### config.mk
export PLATFORM = sky130hd
export DESIGN_NAME = seg7_scan_display
export DESIGN_NICKNAME = d
export VERILOG_FILES = /design/src/rtl/seg7_scan_display.sv
export SDC_FILE = /design/constraint.sdc
export NUM_CORES = 1
export LEC_CHECK = 0
export BUFFER_PORTS_ARGS = -buffer_cell sky130_fd_sc_hd__buf_4
export CORE_MARGIN = 3
export CORE_UTILIZATION = 55
export CTS_BUF_LIST = sky130_fd_sc_hd__clkbuf_8
export DETAILED_ROUTE_END_ITERATION = 10
export PLACE_DENSITY = 0.83
export SETUP_SLACK_MARGIN = 0.02
export SLEW_MARGIN = 20
export SYNTH_ARGS = -nofsm -noshare
export SYNTH_HDL_FRONTEND = slang
export SYNTH_SLANG_ARGS = --single-unit
### constraint.sdc
create_clock -name clk -period 4.72 [get_ports clk]
set_input_delay 0.236 -clock clk [delete_from_list [all_inputs] [get_ports clk]]
set_output_delay 0.236 -clock clk [all_outputs]
set_load 0.01 [all_outputs]
### src/rtl/seg7_scan_display.sv
// Time-multiplexed hex driver for a DIGITS-wide common-segment 7-segment bank.
// The value is snapshotted once per scan frame, and each digit switch is preceded by one blank cycle.
module seg7_scan_display #(
   parameter int DIGITS          = 4,
   parameter int SCAN_DIV        = 50000,
   parameter bit SEG_ACTIVE_LOW  = 1'b1,
   parameter bit SEL_ACTIVE_HIGH = 1'b1
) (
   input  logic                clk,
   input  logic                rst,
   input  logic [4*DIGITS-1:0] in,
   input  logic [DIGITS-1:0]   dp_in,
   input  logic                en,
   input  logic                lz_blank,
   output logic [6:0]          out,
   output logic                dp,
   output logic [DIGITS-1:0]   sel,
   output logic                frame
);
   localparam int PW = (SCAN_DIV > 1) ? $clog2(SCAN_DIV) : 1;
   localparam int IW = (DIGITS > 1) ? $clog2(DIGITS) : 1;
   localparam logic [PW-1:0]     PLAST   = PW'(SCAN_DIV - 1);
   localparam logic [IW-1:0]     ILAST   = IW'(DIGITS - 1);
   localparam logic [6:0]        SEG_OFF = SEG_ACTIVE_LOW ? 7'h7f : 7'h00;
   localparam logic              DP_OFF  = SEG_ACTIVE_LOW;
   localparam logic [DIGITS-1:0] SEL_OFF = SEL_ACTIVE_HIGH ? {DIGITS{1'b0}} : {DIGITS{1'b1}};

   // Active-low glyphs, bit order {g,f,e,d,c,b,a}
   function automatic logic [6:0] hex7(input logic [3:0] h);
      case (h)
         4'h0:    hex7 = 7'b1000000;
         4'h1:    hex7 = 7'b1111001;
         4'h2:    hex7 = 7'b0100100;
         4'h3:    hex7 = 7'b0110000;
         4'h4:    hex7 = 7'b0011001;
         4'h5:    hex7 = 7'b0010010;
         4'h6:    hex7 = 7'b0000010;
         4'h7:    hex7 = 7'b1111000;
         4'h8:    hex7 = 7'b0000000;
         4'h9:    hex7 = 7'b0010000;
         4'ha:    hex7 = 7'b0001000;
         4'hb:    hex7 = 7'b0000011;
         4'hc:    hex7 = 7'b1000110;
         4'hd:    hex7 = 7'b0100001;
         4'he:    hex7 = 7'b0000110;
         default: hex7 = 7'b0001110;
      endcase
   endfunction

   logic [PW-1:0]       pcnt;
   logic [IW-1:0]       idx;
   logic [4*DIGITS-1:0] shadow;
   logic [DIGITS-1:0]   dp_sh;
   logic                primed;
   logic                bl;
   logic                tick;
   logic                snap;

   assign tick = (pcnt == PLAST);
   // First edge out of reset loads the shadow so the display never shows stale zeros
   assign snap = !primed || (tick && (idx == ILAST));

   always_ff @(posedge clk or posedge rst) begin
      if (rst) begin
         pcnt   <= '0;
         idx    <= '0;
         shadow <= '0;
         dp_sh  <= '0;
         primed <= 1'b0;
         bl     <= 1'b1;
         frame  <= 1'b0;
      end else begin
         pcnt <= tick ? '0 : pcnt + 1'b1;
         if (tick)
            idx <= (idx == ILAST) ? '0 : idx + 1'b1;
         if (snap) begin
            shadow <= in;
            dp_sh  <= dp_in;
         end
         primed <= 1'b1;
         bl     <= tick;
         frame  <= snap;
      end
   end

   logic [DIGITS-1:0] nz;
   logic [DIGITS-1:0] supp;
   logic [DIGITS-1:0] one;
   logic [3:0]        nib;
   logic [6:0]        raw;
   logic [6:0]        lit;

   // nz[i]: digit i or any digit above it is nonzero
   always_comb begin
      nz = '0;
      nz[DIGITS-1] = |shadow[4*DIGITS-1 -: 4];
      for (int j = DIGITS-2; j >= 0; j--)
         nz[j] = nz[j+1] | (|shadow[4*j +: 4]);
      supp = '0;
      for (int j = 1; j < DIGITS; j++)
         supp[j] = lz_blank && !nz[j];
   end

   always_comb begin
      one      = '0;
      one[idx] = 1'b1;
      nib      = shadow[{idx, 2'b00} +: 4];
      raw      = supp[idx] ? 7'h7f : hex7(nib);
      lit      = SEG_ACTIVE_LOW ? raw : ~raw;
   end

   always_ff @(posedge clk or posedge rst) begin
      if (rst) begin
         out <= SEG_OFF;
         dp  <= DP_OFF;
         sel <= SEL_OFF;
      end else if (!en || bl) begin
         out <= SEG_OFF;
         dp  <= DP_OFF;
         sel <= SEL_OFF;
      end else begin
         out <= lit;
         dp  <= dp_sh[idx] ? ~DP_OFF : DP_OFF;
         sel <= SEL_ACTIVE_HIGH ? one : ~one;
      end
   end

endmodule

==> results.sh <==
export IMPL_synthCells=216
export IMPL_path_clk_slew_ns=0.09
export IMPL_peakVddDrop_uv=169
export IMPL_grt_pass1_wl_um=7950
export IMPL_seq_power_share_pct=54.8
export IMPL_regArea_um2=1340
export IMPL_path_delay_family="multiplexers"
export IMPL_grt_pass1_vias=1691
export IMPL_hold_viol=0
export IMPL_antennaDiodeCount=0
export IMPL_syn_area_um2=2690
export IMPL_p_sw_mw=0.226
export IMPL_multi_input_area_um2=1260
export IMPL_synth_cell_types=43
export IMPL_status="complete, no violations"
export IMPL_numCtsBuffers=5
export IMPL_fmax_ghz=0.372
export IMPL_initialDrtViolationCount=111
export IMPL_slew_headroom_pct=31.4
export IMPL_grt_setup_unrepaired="no"
export IMPL_synth_ff_type="dfrtp_1"
export IMPL_worst_ep_required_time_ns=4.95
export IMPL_postCtsSetupBuffers=0
export IMPL_swShare_pct=24.6
export IMPL_tightest_slew_ns=1.03
export IMPL_path_class="reg -> reg"
export IMPL_period_share_pct=56.9
export IMPL_viasPerCell=5.48
export IMPL_worstSetupEndpointType="register"
export IMPL_critical_path_startpoint="idx[0]"
export IMPL_ctsResizeCount=0
export IMPL_ioPinCount=37
export IMPL_wire_per_inst_um=14.6
export IMPL_arrival_ns=2.92
export IMPL_min_path_type="in -> async"
export IMPL_fin_crit_ns=2.69
export IMPL_fill_cells=347
export IMPL_fin_tns_setup_ns=0
export IMPL_maxSlewViolCount=0
export IMPL_syn_nets=251
export IMPL_cp_depth=7
export IMPL_async_reset_ff_share_pct=100
export IMPL_die_x_um=76.0
export IMPL_cts_path_max_buffers=2
export IMPL_critical_path_buf_inv_count=1
export IMPL_rr_worst_depth=7
export IMPL_drive_above_1_share_pct=35.7
export IMPL_synth_xor_area_share_pct=2.93
export IMPL_cts_hold_fix_buffers=0
export IMPL_syn_avg_cell_area_um2=12.5
export IMPL_comb_power_share_pct=14.4
export IMPL_cp_start_kind="register"
export IMPL_cpPeakStageDelay_ns=0.71
export IMPL_r2r_slack_ns=2.03
export IMPL_globalplace_congestion=0.807
export IMPL_core_area_um2=4530
export IMPL_cts_tree="done"
export IMPL_dieArea_um2=5770
export IMPL_clock_sinks=53
export IMPL_setup_violations_final=0
export IMPL_ys_ff_latch=53
export IMPL_finalWirelength_um=4620
export IMPL_internal_power_mw=0.694
export IMPL_synth_compound_area_share_pct=5.02
export IMPL_vias=1736
export IMPL_fp_dieH_um=76.0
export IMPL_skew_ns=0.0164
export IMPL_numPortBuffers=36
export IMPL_nets=286
export IMPL_critPathSlowestCell="mux4_1"
export IMPL_critPathMaxFanout=11
export IMPL_synth_enable_flop_cells=0
export IMPL_yosys_warnings=0
export IMPL_power_total_mw=0.920
export IMPL_clock_latency_ns=0.31
export IMPL_grt_overflow_total=0
export IMPL_synth_top_family_by_area="multiplexers"
export IMPL_endpoint="out[0]"
export IMPL_rows=24
export IMPL_drtPass1Iterations=5
export IMPL_synth_fa_ha_area_share_pct=5.11
export IMPL_track_usage_pct=17.0
export IMPL_ys_seq_area_share_pct=49.7
export IMPL_drtAntennaViolNets=0
export IMPL_reg2reg_to="out[0]"
export IMPL_p_clk_share_pct=30.8
export IMPL_antenna_found_initial=0
export IMPL_power_density_nw_per_um2=298
export IMPL_cap_violations=0
export IMPL_synth_simple_area_share_pct=13.0
export IMPL_drc=0
export IMPL_path_cells="mux4_1, inv_1, ha_1, mux2i_1, a221oi_1, o31ai_1, nand4_1"
export IMPL_muxShareOfSynthArea_pct=20.6
export IMPL_timing_rr_start="idx[0]"
export IMPL_grt_start_max_net_pins=54
export IMPL_hpwlAfterDp_um=3260
export IMPL_start_util_pct=59.4
export IMPL_area_delta_synth_final_pct=14.7
export IMPL_power_leakage_nw=1.40
export IMPL_htreeDepth=2
export IMPL_clock_root_buffer="clkbuf_8"
[sequential cells by signal, indices dropped and copies added, names as in the netlist]
register	flops
pcnt	16
shadow	16
out	7
dp_sh	4
sel	4
idx	2
bl	1
dp	1
frame	1
primed	1
[metrics by stage]
stage	std cells	cell area, µm²	hold WS [ns]	utilization, %	setup WS (ns)
after floorplan	216	2690	0.371	-	2.54
after global placement	309	2980	0.454	65.8	2.17
after detailed placement	309	2980	0.462	65.8	2.09
after CTS	317	3090	0.135	68.1	2.05
after global routing	317	3090	0.140	68.1	1.86
final	317	3090	0.0669	68.1	2.03
[power groups by stage]
stage / Sequential (mW) / Clock [mW] / Combinational (mW)
final: 0.504 / 0.284 / 0.133
after global routing: 0.507 / 0.302 / 0.146
after CTS: 0.504 / 0.288 / 0.134
after detailed placement: 0.512 / 0 / 0.133
after global placement: 0.512 / 0 / 0.130
after floorplan: 0.512 / 0 / 0.0905
[synthesized netlist by cell type (4+ instances only)]
cell type	count	area share [%]
dfrtp_1	44	41
mux2_4	4	2.2
xnor2_1	4	1.3
ha_1	11	5.1
and3_1	4	0.93
mux2_2	22	9.2
xor2_1	5	1.6
nand2_1	11	1.5
and2_1	5	1.2
nand3_1	11	2.0
nor3_1	5	0.93
dfstp_2	9	8.8
inv_1	9	1.3
mux2i_1	10	3.7
nor2_1	13	1.8
[cells in the final DEF, fill, tap and decap left out, drive strengths merged, types with 2 or more instances in the layout]
master  count
clkbuf      7
nand2      11
nand4       2
a21oi       3
nand3      11
mux2       28
and4bb      2
buf        36
inv         9
mux4        5
nor2b       2
o31ai       3
xnor2       4
and3        5
o211ai      3
nor3        5
dfstp       9
nor3b       2
xor2        5
ha         11
dfrtp      44
and2        5
nor2       13
or4         2
o21ai       5
mux2i      10
a31oi       2
[area by class of cell]
class                      count  area share, %
inverter                       9           1.13
timing repair buffer          36           8.75
clock inverter                 1          0.284
multi-input combinational    146           40.8
clock buffer                   7           3.12
sequential                    53           43.3
tap                           65           2.63
[worst min path at each step]
stage | from | end | slack, ns | depth (start not counted)
2_1_floorplan | in[0] | shadow[0] | 0.37 | 1
3_3_place_gp | in[0] | shadow[0] | 0.45 | 2
3_5_place_dp | in[0] | shadow[0] | 0.46 | 2
4_1_cts | in[0] | shadow[0] | 0.13 | 2
5_1_grt | rst | pcnt[2] | 0.14 | 2
6_report | rst | dp_sh[3] | 0.07 | 2
[logic make-up (layout without fill, tap and decap cells)]
family | after synthesis | count (layout)
XOR/XNOR | 9 | 9
AND/OR/NAND/NOR | 63 | 63
other | 1 | 1
adder cells (fa/ha/maj) | 11 | 11
AO/OA/AOI/OAI | 19 | 19
buffers and inverters | 17 | 53
flip-flops | 53 | 53
multiplexers | 43 | 43
[worst register-to-register path, stage by stage, from the launching register on]
cell      delay (ns)
dfrtp_1         0.64
mux4_1          0.71
inv_1           0.20
ha_1            0.34
mux2i_1         0.11
a221oi_1        0.36
o31ai_1         0.14
nand4_1         0.12
[routing by layer]
metal,share of wire [%],track usage [%],up-vias,wire length [µm]
met4,1.5,4.89,0,67
met1,48,24.0,838,2230
li1,-,-,840,-
met2,45,26.6,51,2060
met5,0,0,-,0
met3,5.7,4.14,7,261
Power figures use the tool's default switching activity.
